## config.mk

```make
export PLATFORM = sky130hd
export DESIGN_NAME = piso_stream_out
export DESIGN_NICKNAME = d
export VERILOG_FILES = /design/src/rtl/piso_stream_out.sv
export SDC_FILE = /design/constraint.sdc
export NUM_CORES = 1
export LEC_CHECK = 0
export ABC_AREA = 1
export CAP_MARGIN = 0
export CORE_ASPECT_RATIO = 1.5
export CORE_MARGIN = 1.5
export CORE_UTILIZATION = 50
export DETAILED_ROUTE_END_ITERATION = 6
export GPL_TIMING_DRIVEN = 0
export PLACE_DENSITY = 0.71
export SLEW_MARGIN = 10
export SYNTH_ARGS = -nofsm -noshare
export SYNTH_HDL_FRONTEND = slang
export SYNTH_SLANG_ARGS = --single-unit
```

## constraint.sdc

```tcl
create_clock -name clk_in -period 3.15 [get_ports clk_in]
set_input_delay 0.63 -clock clk_in [delete_from_list [all_inputs] [get_ports clk_in]]
set_output_delay 0.63 -clock clk_in [all_outputs]
set_load 0.05 [all_outputs]
```

## src/rtl/piso_stream_out.sv

```systemverilog
`default_nettype none
// ============================================================================
//  Module      : piso_stream_out
//  Description : Word FIFO feeding a parallel-in/serial-out shifter; streams
//                buffered words one bit per read cycle, back-to-back.
//                Optional macro PISO_PARITY_EN appends an even-parity bit
//                after every word.
//  Revision    : 1.0 - initial release
// ============================================================================
module piso_stream_out #(
    parameter int DATA_W    = 32,
    parameter int DEPTH     = 4,
    parameter bit MSB_FIRST = 1'b0
) (
    input  logic                     clk_in,
    input  logic                     rst_in,
    input  logic [DATA_W-1:0]        parallel_in,
    input  logic                     wr_in,
    output logic                     input_rdy,
    input  logic                     output_read_in,
    output logic                     output_rdy,
    output logic                     serial_out,
    output logic                     serial_valid,
    output logic                     serial_last,
    output logic [$clog2(DEPTH):0]   level
);

    localparam int c_AW = $clog2(DEPTH);
`ifdef PISO_PARITY_EN
    localparam int c_NBITS = DATA_W + 1;
`else
    localparam int c_NBITS = DATA_W;
`endif
    localparam int                c_CW      = $clog2(c_NBITS);
    localparam logic [c_CW-1:0]   c_LAST    = c_CW'(c_NBITS - 1);
    localparam logic [c_AW:0]     c_FULL    = (c_AW+1)'(DEPTH);
    localparam logic [c_AW:0]     c_LVL_ONE = (c_AW+1)'(1);

    localparam logic [0:0] c_ST_EMPTY = 1'b0;
    localparam logic [0:0] c_ST_SHIFT = 1'b1;

    logic [DATA_W-1:0] r_mem [DEPTH];
    logic [c_AW-1:0]   r_wr_ptr;
    logic [c_AW-1:0]   r_rd_ptr;
    logic [c_AW:0]     r_level;
    logic [0:0]        r_state;
    logic [DATA_W-1:0] r_shift;
    logic [c_CW-1:0]   r_bit_cnt;

    logic              w_wr;
    logic              w_read;
    logic              w_at_last;
    logic              w_load;
    logic [DATA_W-1:0] w_head;
    logic              w_data_bit;
    logic              w_cur_bit;
    logic [DATA_W-1:0] w_shift_next;

    assign input_rdy  = (r_level != c_FULL);
    assign output_rdy = (r_state == c_ST_SHIFT);
    assign level      = r_level;

    // A full FIFO refuses writes even when a pop happens on the same edge.
    assign w_wr      = wr_in && input_rdy;
    assign w_read    = output_read_in && (r_state == c_ST_SHIFT);
    assign w_at_last = (r_bit_cnt == c_LAST);
    assign w_load    = (r_level != '0) &&
                       ((r_state == c_ST_EMPTY) || (w_read && w_at_last));
    assign w_head    = r_mem[r_rd_ptr];

    generate
        if (MSB_FIRST) begin : g_msb_first
            assign w_data_bit   = r_shift[DATA_W-1];
            assign w_shift_next = {r_shift[DATA_W-2:0], 1'b0};
        end else begin : g_lsb_first
            assign w_data_bit   = r_shift[0];
            assign w_shift_next = {1'b0, r_shift[DATA_W-1:1]};
        end
    endgenerate

`ifdef PISO_PARITY_EN
    logic r_parity;

    always_ff @(posedge clk_in) begin
        if (rst_in) begin
            r_parity <= 1'b0;
        end else if (w_load) begin
            r_parity <= ^w_head;
        end
    end

    // The extra cycle after the data bits carries the parity captured at load.
    assign w_cur_bit = w_at_last ? r_parity : w_data_bit;
`else
    assign w_cur_bit = w_data_bit;
`endif

    always_ff @(posedge clk_in) begin
        if (w_wr) begin
            r_mem[r_wr_ptr] <= parallel_in;
        end
    end

    always_ff @(posedge clk_in) begin
        if (rst_in) begin
            r_wr_ptr     <= '0;
            r_rd_ptr     <= '0;
            r_level      <= '0;
            r_state      <= c_ST_EMPTY;
            r_shift      <= '0;
            r_bit_cnt    <= '0;
            serial_out   <= 1'b0;
            serial_valid <= 1'b0;
            serial_last  <= 1'b0;
        end else begin
            if (w_wr) begin
                r_wr_ptr <= r_wr_ptr + c_AW'(1);
            end
            if (w_load) begin
                r_rd_ptr <= r_rd_ptr + c_AW'(1);
            end
            case ({w_wr, w_load})
                2'b10:   r_level <= r_level + c_LVL_ONE;
                2'b01:   r_level <= r_level - c_LVL_ONE;
                default: r_level <= r_level;
            endcase

            serial_valid <= w_read;
            serial_last  <= w_read && w_at_last;
            if (w_read) begin
                serial_out <= w_cur_bit;
                r_shift    <= w_shift_next;
                r_bit_cnt  <= r_bit_cnt + c_CW'(1);
            end

            // A load on the final read edge chains the next word with no bubble.
            if (w_load) begin
                r_shift   <= w_head;
                r_bit_cnt <= '0;
                r_state   <= c_ST_SHIFT;
            end else if (w_read && w_at_last) begin
                r_state   <= c_ST_EMPTY;
            end
        end
    end

endmodule
`default_nettype wire

```

==> out/qor.yml <==
detailed_routing:
  post_drt_wl_per_cell_um: 16.4
  postRouteAntennaNets: 0
  wirelength_mm: 17.1
  post-route-drc-count: 0
  dr.pass1.iters: 7
  num_vias: 5455
  drtIter0Drc: 283
  viasPerCell: 5.23
global_routing:
  grt_overflow: 0
  grt_pass1_vias: 5612
  grt_max_degree: 22
  grt_usage: 0.233
  grt_pass1_wl_mm: 27.5
  antenna_found_initial: 0
sta:
  rsz0062_at_grt: "no"
  min_period_over_period: 0.791
  clock.fmax_mhz: 401
  setup_viol: 0
  fin_setup_tns_ps: 0
  timing.final.max_slew_violations: 0
  tightest_slew_ps: 678
  hold_viol: 0
  fin_worst_skew_ps: 8.15
  period_minus_slack_ps: 2490
  slew_headroom: 0.547
  fin_hold_ws_ps: 493
  setup_slack_ps: 658
worst_setup_path:
  cp_num_cells: 3
  required_ps: 2520
  cp-start-kind: "flop"
  reg2regPathDepth: 14
  worstPathCellList: "nor2_4, nand2_1, clkdlybuf4s50_1"
  slowest_delay_ps: 800
  cp.arrival_ps: 1860
  criticalPathCategory: "reg2out"
  endpoint_kind: "output port"
  crit_fanout: 4
  critical_path_buf_inv_count: 1
  cpLargestDelayFamily: "buffers and inverters"
  crit_slowest_cell: "clkdlybuf4s50_1"
yosys:
  ys_seq_elements: 178
  synth_top_area_frac: 0.515
  yosysTopAreaCell: "edfxtp_1"
  ys_types: 22
  avgSynthCellArea_um2: 9.71
  synth_area_mm2: 0.00746
  yosysWarnings: 0
  synth-seq-area-share: 0.649
  synthFlopType: "edfxtp_1"
  synth_async_sr_flop_share: 0
  postSynthCellCount: 769
  synth_common_cells: "nand2_1 (196), nor2_1 (145), edfxtp_1 (128)"
  synth_most_common_cell: "nand2_1"
  syn_nets: 813
  ys_top_cells_by_area: "edfxtp_1 (51%), dfxtp_1 (13%), nand2_1 (9.9%)"
  synth_edf_count: 128
finish:
  layout.nets: 878
  diodes: 0
  areaGrowthSynthToFinish_pct: 18.9
  postLayoutCellArea_mm2: 0.00887
  fin_cells: 1043
  drive_gt1_frac: 0.0956
hold_path:
  min_path_type: "reg2reg"
  whs_path_depth: 2
clock_tree:
  cts-root-buf: "clkbuf_16"
  postCtsHoldBufs: 0
  clock_path_buffers: 2
  clkLatencyLatePin_ps: 430
  post-cts-setup-buffers: 0
  cts_made_buffers: 17
  cts.sinks: 178
  cts_tree: "yes"
  htree_levels: 4
  clkSlewWorstSetupHoldPaths_ps: 70
  cts.repair.resized: 0
place:
  dp_slack_ps: 417
  portBuffers: 42
  place_area_mm2: 0.00826
  placed_cells: 1011
  place.gp.congestion: 0.806
  hpwl_mm: 11.3
die:
  fp.coreArea_mm2: 0.0146
  chipWidth_um: 103
  die-area_mm2: 0.0157
  pin_count: 44
  die_h_um: 153
  initial_utilization: 0.511
  rows: 54
power_and_ir_drop:
  pwr_density_cell_mw_per_mm2: 935
  p_int_w: 0.00522
  pwr-share-seq: 0.374
  p_switching_w: 0.00308
  leakagePower_nw: 3.44
  switching_share: 0.371
  clockPowerShare: 0.264
  irDropWorstVdd_mv: 0.456
  power_frac_comb: 0.363
job:
  cap_violations: 0
status:
  status: "completed"
==> worst reg2reg max path: cells and delay by family, from the launching register on <==
kind                     cells  cell delay (ps)
buffers and inverters        1               90
AO/OA/AOI/OAI                4              450
adder cells (fa/ha/maj)      4             1030
flip-flops                   1              340
AND/OR/NAND/NOR              5              470
==> cells in the final DEF (no fill, tap or decap), drive strengths merged, types with 2 or more instances in the layout <==
cell	netlist	final
clkinvlp	0	4
o21ai	16	16
edfxtp	128	128
nand3	89	89
clkdlybuf4s50	0	42
a21oi	39	39
bufinv	0	3
nor2	146	146
buf	34	38
dfxtp	50	50
nand2	198	198
nor3	2	2
clkinv	0	3
ha	7	7
xor2	3	3
clkbuf	8	26
inv	46	50
==> state kept, by name, indices dropped and copies added (netlist names), named ones only <==
register / flops
serial_valid: 1
level: 3
r_rd_ptr: 2
r_shift: 32
r_bit_cnt: 5
r_mem: 128
r_wr_ptr: 2
serial_out: 1
serial_last: 1
output_rdy: 1
==> through the flow <==
stage          utilization  total power (W)
6_report             0.608          0.00830
5_1_grt              0.608          0.00878
3_5_place_dp         0.566          0.00613
4_1_cts              0.608          0.00831
2_1_floorplan            -          0.00522
3_3_place_gp         0.557          0.00599
==> layout make-up <==
type	count	area, um^2
inverter	46	173
timing repair buffer	46	515
multi-input combinational	503	2220
buffer	42	255
sequential	178	4840
clock inverter	14	178
clock buffer	18	439
fill	1218	5720
tap	196	245
==> path summary, 6_finish.rpt <==
kind                                                start                   endpoint  slack, ps
worst max-delay path                level[0]$_SDFFE_PP0P_                  input_rdy        660
worst min-delay path            r_bit_cnt[4]$_SDFFE_PP0P_  r_bit_cnt[4]$_SDFFE_PP0P_        490
worst max register to register  r_bit_cnt[0]$_SDFFE_PP0P_      level[2]$_SDFFE_PP0P_        660
worst min register to register  r_bit_cnt[4]$_SDFFE_PP0P_  r_bit_cnt[4]$_SDFFE_PP0P_        490
==> power by group through the flow <==
stage,sequential [W],clock (W),combinational [W]
finish,0.00310,0.00219,0.00301
global route,0.00314,0.00229,0.00336
CTS,0.00310,0.00220,0.00301
detailed placement,0.00315,0,0.00299
global placement,0.00314,0,0.00285
floorplan,0.00320,0,0.00202
==> cell families after synthesis <==
| group | synth area share |
|---|---|
| buf+inv | 0.0573 |
| compound gates | 0.0379 |
| flops | 0.649 |
| fa+ha+maj | 0.0144 |
| xor+xnor | 0.00352 |
| simple gates | 0.238 |
==> metal layers <==
metal  GRT usage  vias to the layer above  part of all wire
met5           0                        -                 0
met4      0.0959                        0             0.024
met3      0.0390                       30             0.046
met2       0.420                      158              0.55
met1       0.267                     2608              0.38
li1            -                     2659                 -
No activity file was read; power rests on OpenSTA's default activity.
